## config.mk

```make
export PLATFORM = sky130hd
export DESIGN_NAME = dmem_stall_ctrl
export DESIGN_NICKNAME = d
export VERILOG_FILES = /design/src/rtl/dmem_pkg.sv /design/src/rtl/dmem_array.sv /design/src/rtl/dmem_stall_ctrl.sv
export SDC_FILE = /design/constraint.sdc
export NUM_CORES = 2
export LEC_CHECK = 0
export BUFFER_PORTS_ARGS = -buffer_cell sky130_fd_sc_hd__buf_2
export CAP_MARGIN = 40
export CORE_MARGIN = 5
export CORE_UTILIZATION = 45
export CTS_BUF_LIST = sky130_fd_sc_hd__clkbuf_16
export DETAILED_ROUTE_END_ITERATION = 6
export PLACE_DENSITY = 0.63
export SLEW_MARGIN = 30
export SYNTH_ARGS = -nofsm -noshare
export SYNTH_HDL_FRONTEND = slang
export SYNTH_SLANG_ARGS = --single-unit
```

## constraint.sdc

```tcl
create_clock -name clk -period 5 [get_ports clk]
set_input_delay 0.5 -clock clk [delete_from_list [all_inputs] [get_ports clk]]
set_output_delay 0.5 -clock clk [all_outputs]
set_load 0.1 [all_outputs]
```

## src/rtl/dmem_pkg.sv

```systemverilog
// dmem_pkg: shared state encoding, defaults and counter width for the stalling data memory
package dmem_pkg;
    typedef enum logic [1:0] {
        IDLE = 2'b00,
        BUSY = 2'b01,
        DONE = 2'b10
    } state_t;
    localparam int LAT_DEF   = 4;
    localparam int WORDS_DEF = 256;
    localparam int CNT_W     = 4;
endpackage

```

## src/rtl/dmem_array.sv

```systemverilog
// dmem_array: 16-bit word storage with synchronous write and combinational read
module dmem_array #(
    parameter int WORDS = 256
) (
    input  logic                     clk,
    input  logic                     we,
    input  logic [$clog2(WORDS)-1:0] waddr,
    input  logic [15:0]              wdata,
    input  logic [$clog2(WORDS)-1:0] raddr,
    output logic [15:0]              rdata
);
    logic [15:0] mem_q [WORDS];
    // write port; contents survive reset on purpose
    always_ff @(posedge clk) begin
        if (we) mem_q[waddr] <= wdata;
    end
    assign rdata = mem_q[raddr];
endmodule

```

## src/rtl/dmem_stall_ctrl.sv

```systemverilog
// dmem_stall_ctrl: fixed-latency data memory that stalls the MEM stage until the access completes
module dmem_stall_ctrl
    import dmem_pkg::*;
#(
    parameter int LAT   = LAT_DEF,
    parameter int WORDS = WORDS_DEF
) (
    input  logic        clk,
    input  logic        rst,
    input  logic [15:0] Addr,
    input  logic [15:0] DataIn,
    input  logic        Rd,
    input  logic        Wr,
    output logic [15:0] DataOut,
    output logic        Stall,
    output logic        Done,
    output logic        err
);
    localparam int AW = $clog2(WORDS);

    state_t           state_q, state_d;
    logic [CNT_W-1:0] cnt_q, cnt_d;
    logic [AW-1:0]    idx_q, idx_d;
    logic [15:0]      data_q, data_d;
    logic             wr_q, wr_d;
    logic             done_q, done_d;
    logic             legal, illegal, idle;
    logic [15:0]      rdata;
    logic             unused_addr;

    assign idle        = (state_q == IDLE);
    assign legal       = (Rd ^ Wr) & ~Addr[0];
    assign illegal     = (Rd & Wr) | ((Rd | Wr) & Addr[0]);
    assign unused_addr = ^Addr;

    // Stall covers the acceptance cycle itself; both flags are masked while reset is held
    assign Stall   = ~rst & ((idle & legal) | (state_q == BUSY));
    assign err     = ~rst & idle & illegal;
    assign Done    = done_q;
    assign DataOut = (done_q & ~wr_q) ? rdata : 16'h0000;

    dmem_array #(.WORDS(WORDS)) u_array (
        .clk   (clk),
        .we    (done_q & wr_q),
        .waddr (idx_q),
        .wdata (data_q),
        .raddr (idx_q),
        .rdata (rdata)
    );

    // next state: capture on acceptance, count down while busy, DONE always falls back to IDLE
    always_comb begin
        state_d = state_q;
        cnt_d   = cnt_q;
        idx_d   = idx_q;
        data_d  = data_q;
        wr_d    = wr_q;
        case (state_q)
            IDLE: begin
                if (legal) begin
                    state_d = BUSY;
                    cnt_d   = CNT_W'(LAT - 1);
                    idx_d   = Addr[AW:1];
                    data_d  = DataIn;
                    wr_d    = Wr;
                end
            end
            BUSY: begin
                cnt_d = cnt_q - 1'b1;
                if (cnt_q == CNT_W'(1)) state_d = DONE;
            end
            default: state_d = IDLE;
        endcase
        done_d = (state_d == DONE);
    end

    // state, counter and capture registers with asynchronous clear
    always_ff @(posedge clk or posedge rst) begin
        if (rst) begin
            state_q <= IDLE;
            cnt_q   <= '0;
            idx_q   <= '0;
            data_q  <= '0;
            wr_q    <= 1'b0;
            done_q  <= 1'b0;
        end else begin
            state_q <= state_d;
            cnt_q   <= cnt_d;
            idx_q   <= idx_d;
            data_q  <= data_d;
            wr_q    <= wr_d;
            done_q  <= done_d;
        end
    end
endmodule

```

* Yosys cells after proc, flatten, opt, wreduce, memory -nomap -nowiden
Memories as Yosys holds them, arrays and structs flattened. Index checks and enable logic that the tools add are counted.
Storage, ports and cells: register bits 32, memory bits (writable) 4096, output and inout port bits 19, word-level logic and storage cells 40, memories kept 1
Memories:
- u_array.mem_q | depth 256, width 16, read ports 1, clocked after Yosys merged registers in 0, write ports 1, line dmem_array.sv:12 | logic [15:0] mem_q [WORDS];
Operators by class: add/subtract/negate cells 1, eq/ne operators 4, mux-type cells 8, bitwise gates (word level) 16, reductions and logical operators 4
Operators by type and width (number):
- two-way mux 16 bit | 1
- AND 1 bit | 9
- one-hot mux 4 bit (2 select lines) | 1
- equality test 4 x 1 -> 1 bit (second input constant) | 1
- two-way mux 2 bit | 2
- two-way mux 4 bit | 1
- one-hot mux 2 bit (2 select lines) | 1
- AND reduction 2 bit | 2
- subtractor 4 x 1 -> 4 bit (second input constant) | 1
- inverter 1 bit | 3
- OR 1 bit | 3
- equality test 2 x 1 -> 1 bit (second input constant) | 1
- equality test 2 bit (second input constant) | 1
- zero test 2 bit | 1
- two-way mux 1 bit | 2
- inequality test 2 bit (second input constant) | 1
- nonzero test 2 bit | 1
- XOR 1 bit | 1

* Depth between registers and ports, before layout
depth after elaboration 5, depth in mapped cells 12, gate-level depth less buffers 7

* Cells and area by module
From an unflattened synthesis, not the netlist that was laid out.
Unflattened totals: cell total of the unflattened synthesis 7454, area, all modules 159870.8 sq um
Modules (own cells, without submodules):
- dmem_array | times used 1, cells an instance 7344, area each 158394.4 sq um, seq. area each 122998.0 sq um
- dmem_stall_ctrl | times used 1, cells an instance 110, area each 1476.4 sq um, seq. area each 800.8 sq um

* Worst setup path after synthesis
No wires, ideal clock.
kind input -> output, from input Rd, to output err, arrival time 3.614 ns, setup slack 0.886 ns, cell stages on the path 5, buffers on the path 0, cell sequence inv_1 > ha_1 > inv_1 > a21oi_1 > nor4_1
Between the ends: cells in the longest elaborated chain, start to end 4, elaborated cells between the ends (all ways) 5
RTL lines:
- start, declared | line dmem_stall_ctrl.sv:12 | input logic Rd,
- OR 1 bit | line dmem_stall_ctrl.sv:33 | assign illegal = (Rd & Wr) | ((Rd | Wr) & Addr[0]);
- AND 1 bit | line dmem_stall_ctrl.sv:33
- OR 1 bit * | line dmem_stall_ctrl.sv:33
- AND 1 bit * | line dmem_stall_ctrl.sv:38 | assign err = ~rst & idle & illegal;
- end, declared | line dmem_stall_ctrl.sv:17 | output logic err
Mark *: on every way between the ends. The rest lies on a longest branch, timed or not.

* Final worst setup path
from register idx_q[0], to output DataOut[9]
Between the ends: cells in the longest elaborated chain, start to end 2
RTL lines:
- start, declared | line dmem_stall_ctrl.sv:23 | logic [AW-1:0] idx_q, idx_d;
- start signal, assigned | line dmem_stall_ctrl.sv:89 | idx_q <= idx_d;
- memory read (256 x 16 bit)
- two-way mux 16 bit | line dmem_stall_ctrl.sv:40 | assign DataOut = (done_q & ~wr_q) ? rdata : 16'h0000;
- end, declared | line dmem_stall_ctrl.sv:14 | output logic [15:0] DataOut,
No other way between the ends.

==> impl_metrics.toml <==
[status]
outcome = "completed"

[hold_path]
min_path_cells = 5
min_to = "cnt_q[3]"
hold_class = "input pin to flop"
hp-start = "Addr[0]"

[sta]
setup_tns_ns = 0
drv_slew = 0
hold_viol = 0
worstMarginPinSlew_ns = 0.998
setup_viol = 0
skew_ns = 0.0453
clock.fmax_mhz = 201
fin_crit_sh = 0.994
max-slew-margin-rel = 0.335
final.min_clock_period_ns = 4.97
rsz0062_at_grt = "yes"

[clock_network]
worstSkewPairLatency_ns = 0.99
cts.sinks = 4128
cts_buffers = 407
clockBufferDepth = 4
htreeDepth = 5
clockRootBuffer = "clkbuf_16"
cts_tree = "built"
clkTransAtPathRegs_ns = 0.06

[layout]
fin_nets = 8574
drive_gt1_frac = 0.228
area_growth_syn_to_layout_pct = 16.0

[detailed_routing]
top_layer = "met5"
wl_met1_um = 163000
wl_met3_um = 36700
drtPass1Iterations = 5
drt-initial-drc-count = 9624
ant_nets = 0
wl_met2_um = 194000
drc = 0
vias = 81148
via_per_inst = 6.01
routed_wirelength_um = 409000
wl_per_cell_um = 30.3

[synthesis]
yosys-top-cells-area = "edfxtp_1 (77%), mux4_2 (7.5%), mux2i_1 (6.2%), o22ai_1 (1.0%), a22oi_1 (0.96%)"
synth_ff_type = "edfxtp_1"
synth_top_area_frac = 0.775
synth-seq-cells = 4128
synthTopCellsByCount = "edfxtp_1 (4096), mux2i_1 (976), mux4_2 (528)"
yosysTopAreaCell = "edfxtp_1"
synthDistinctLibCells = 51
ys_warn_count = 0
avgSynthCellArea_um2 = 20.3
netlist_instances = 7826
synth_nets = 7866
yosysSeqAreaShare = 0.780
synth_enable_flop_cells = 4096
yosysMostFrequentCell = "edfxtp_1"
synth.cell_area_mm2 = 0.159
synthArstFlopShare = 0.00775

[global_route]
overflow = 0
grt_pass1_vias = 80039
grt_pass1_wl_um = 576000
grt_max_degree = 185
antenna_found_initial = 20
grt.total_usage = 0.216

[worst_setup_path]
reg2reg_slack_ns = 1.08
rr_worst_depth = 8
critPathMaxFanout = 19
critPathLaunchType = "flop"
end_kind = "output port"
timing.rr.end = "u_array.mem_q[136][9]"
critPathKind = "flop to output port"
worstReg2RegStart = "idx_q[1]"
crit_top_cell = "buf_12"
cp_cell_sequence = "buf_12, buf_12, nand4b_1, buf_12, buf_16, o22ai_2, nor4_2, buf_4, o21ai_0, o31ai_2, and4_4, buf_12, nand3_2, buf_12"
cp.depth = 14
cp_top_family = "buffers and inverters"
cp_num_buf_inv = 7
max_stage_delay_ns = 0.51
crit_path_top_delay_cell = "dfrtp_4"
critPathArrivalTime_ns = 4.47
required_ns = 4.50

[die]
initial_core_util = 0.451
pin_count = 55
core_mm2 = 0.352
dieWidth_um = 604
die_h_um = 604
rows = 218
dieArea_mm2 = 0.365

[placement]
hpwl_um = 236000
io_buffer_count = 47
place_congestion = 0.909

[power]
power_w = 0.104
power_density_mw_per_mm2 = 565
p_leak_nw = 59.9
ir_worst_vdd_uv = 577

[run]
max-cap-violations = 0
-- worst max path at each step --
stage | startpoint | end
2_1_floorplan | Rd | err
3_3_place_gp | idx_q[1] | DataOut[15]
3_5_place_dp | idx_q[1] | DataOut[10]
4_1_cts | idx_q[0] | DataOut[2]
5_1_grt | idx_q[0] | DataOut[7]
6_report | idx_q[0] | DataOut[9]
-- flip-flops by register name, indices dropped and copies added (netlist names) --
register	flops
Done	1
cnt_q	4
data_q	16
idx_q	8
state_q	2
u_array.mem_q	4096
wr_q	1
-- kinds of logic after synthesis --
| logic type | Yosys count | share of synthesized area |
|---|---|---|
| buffers and inverters | 518 | 0.0170 |
| flip-flops | 4128 | 0.780 |
| multiplexers | 1526 | 0.138 |
| adder cells (fa/ha/maj) | 4 | 0.000315 |
| AO/OA/AOI/OAI | 970 | 0.0426 |
| AND/OR/NAND/NOR | 680 | 0.0220 |
-- worst min-delay path, stage by stage --
cell	delay (ns)
buf_2	0.11
nor4b_2	0.05
nor2_1	0.17
o21ai_0	0.11
o21ai_0	0.07
-- layout by cell type, fill, tap and decap left out, types with 16 or more instances in the layout --
cell type	synthesis	layout
nor4_1	65	39
a22oi_1	203	202
a221o_1	128	128
dfrtp_4	0	19
clkbuf_16	0	423
and3_1	20	20
buf_4	72	536
edfxtp_1	4096	4096
a221oi_1	32	30
a21oi_1	102	101
buf_12	0	69
o21ai_0	87	78
nor4_2	0	23
buf_6	30	16
nor2_1	271	252
mux2i_1	976	976
o22ai_1	257	255
o31ai_2	0	21
o211ai_1	47	47
dlygate4sd3_1	0	26
nor2_2	4	19
buf_8	1	17
o31ai_1	48	26
nor2b_1	72	71
o21ai_1	32	36
nand2_1	42	36
nand3_1	58	48
nand4_1	61	61
mux2_2	22	22
bufinv_16	0	43
clkinv_2	0	81
buf_16	0	42
a211oi_1	17	17
nand2b_1	36	35
inv_1	56	123
buf_2	203	31
clkinv_1	0	95
mux4_2	528	528
-- repair_timing --
item	CTS	global route
pin swaps	24	40
endpoints found under the setup margin	16	16
resized for setup	158	61
hold buffers	26	0
buffers inserted	13	6
endpoints found under the hold margin	57	0
gates cloned	13	13
-- through the flow --
step                      utilization  instances  hold slack (ns)  instance area (um^2)  setup slack, ns
after floorplan                     -       7826            0.452                159000            0.886
after detailed placement        0.478      12659            0.486                168000          -0.0592
final                           0.523      13506            0.101                184000           0.0284
after global placement          0.477      12644            0.476                168000           -0.199
after global routing            0.523      13495            0.112                184000          -0.0316
after CTS                       0.520      13458           0.0107                183000          -0.0637
-- final cells by class --
| cell class | count | area (um^2) |
|---|---|---|
| Antenna cell | 14 | 35.0 |
| Clock buffer | 410 | 10300 |
| Clock inverter | 337 | 2990 |
| Fill cell | 27165 | 168000 |
| Inverter | 57 | 214 |
| Multi-Input combinational cell | 3180 | 32900 |
| Sequential cell | 4128 | 124000 |
| Tap cell | 4620 | 5780 |
| Timing Repair Buffer | 760 | 8040 |
-- where the power goes --
part	internal (W)	leakage [nW]	total, W	switching, W
logic	0.0106	15.9	0.0293	0.0187
clock network	0.0172	6.75	0.0302	0.0130
registers	0.0435	37.2	0.0444	0.000959
-- layer usage --
layer	vias up	track usage
met4	2	0.0701
li1	34021	-
met2	3746	0.341
met1	42795	0.305
met3	584	0.0429
met5	-	0
Note: power is estimated with default switching activity, not from simulation.
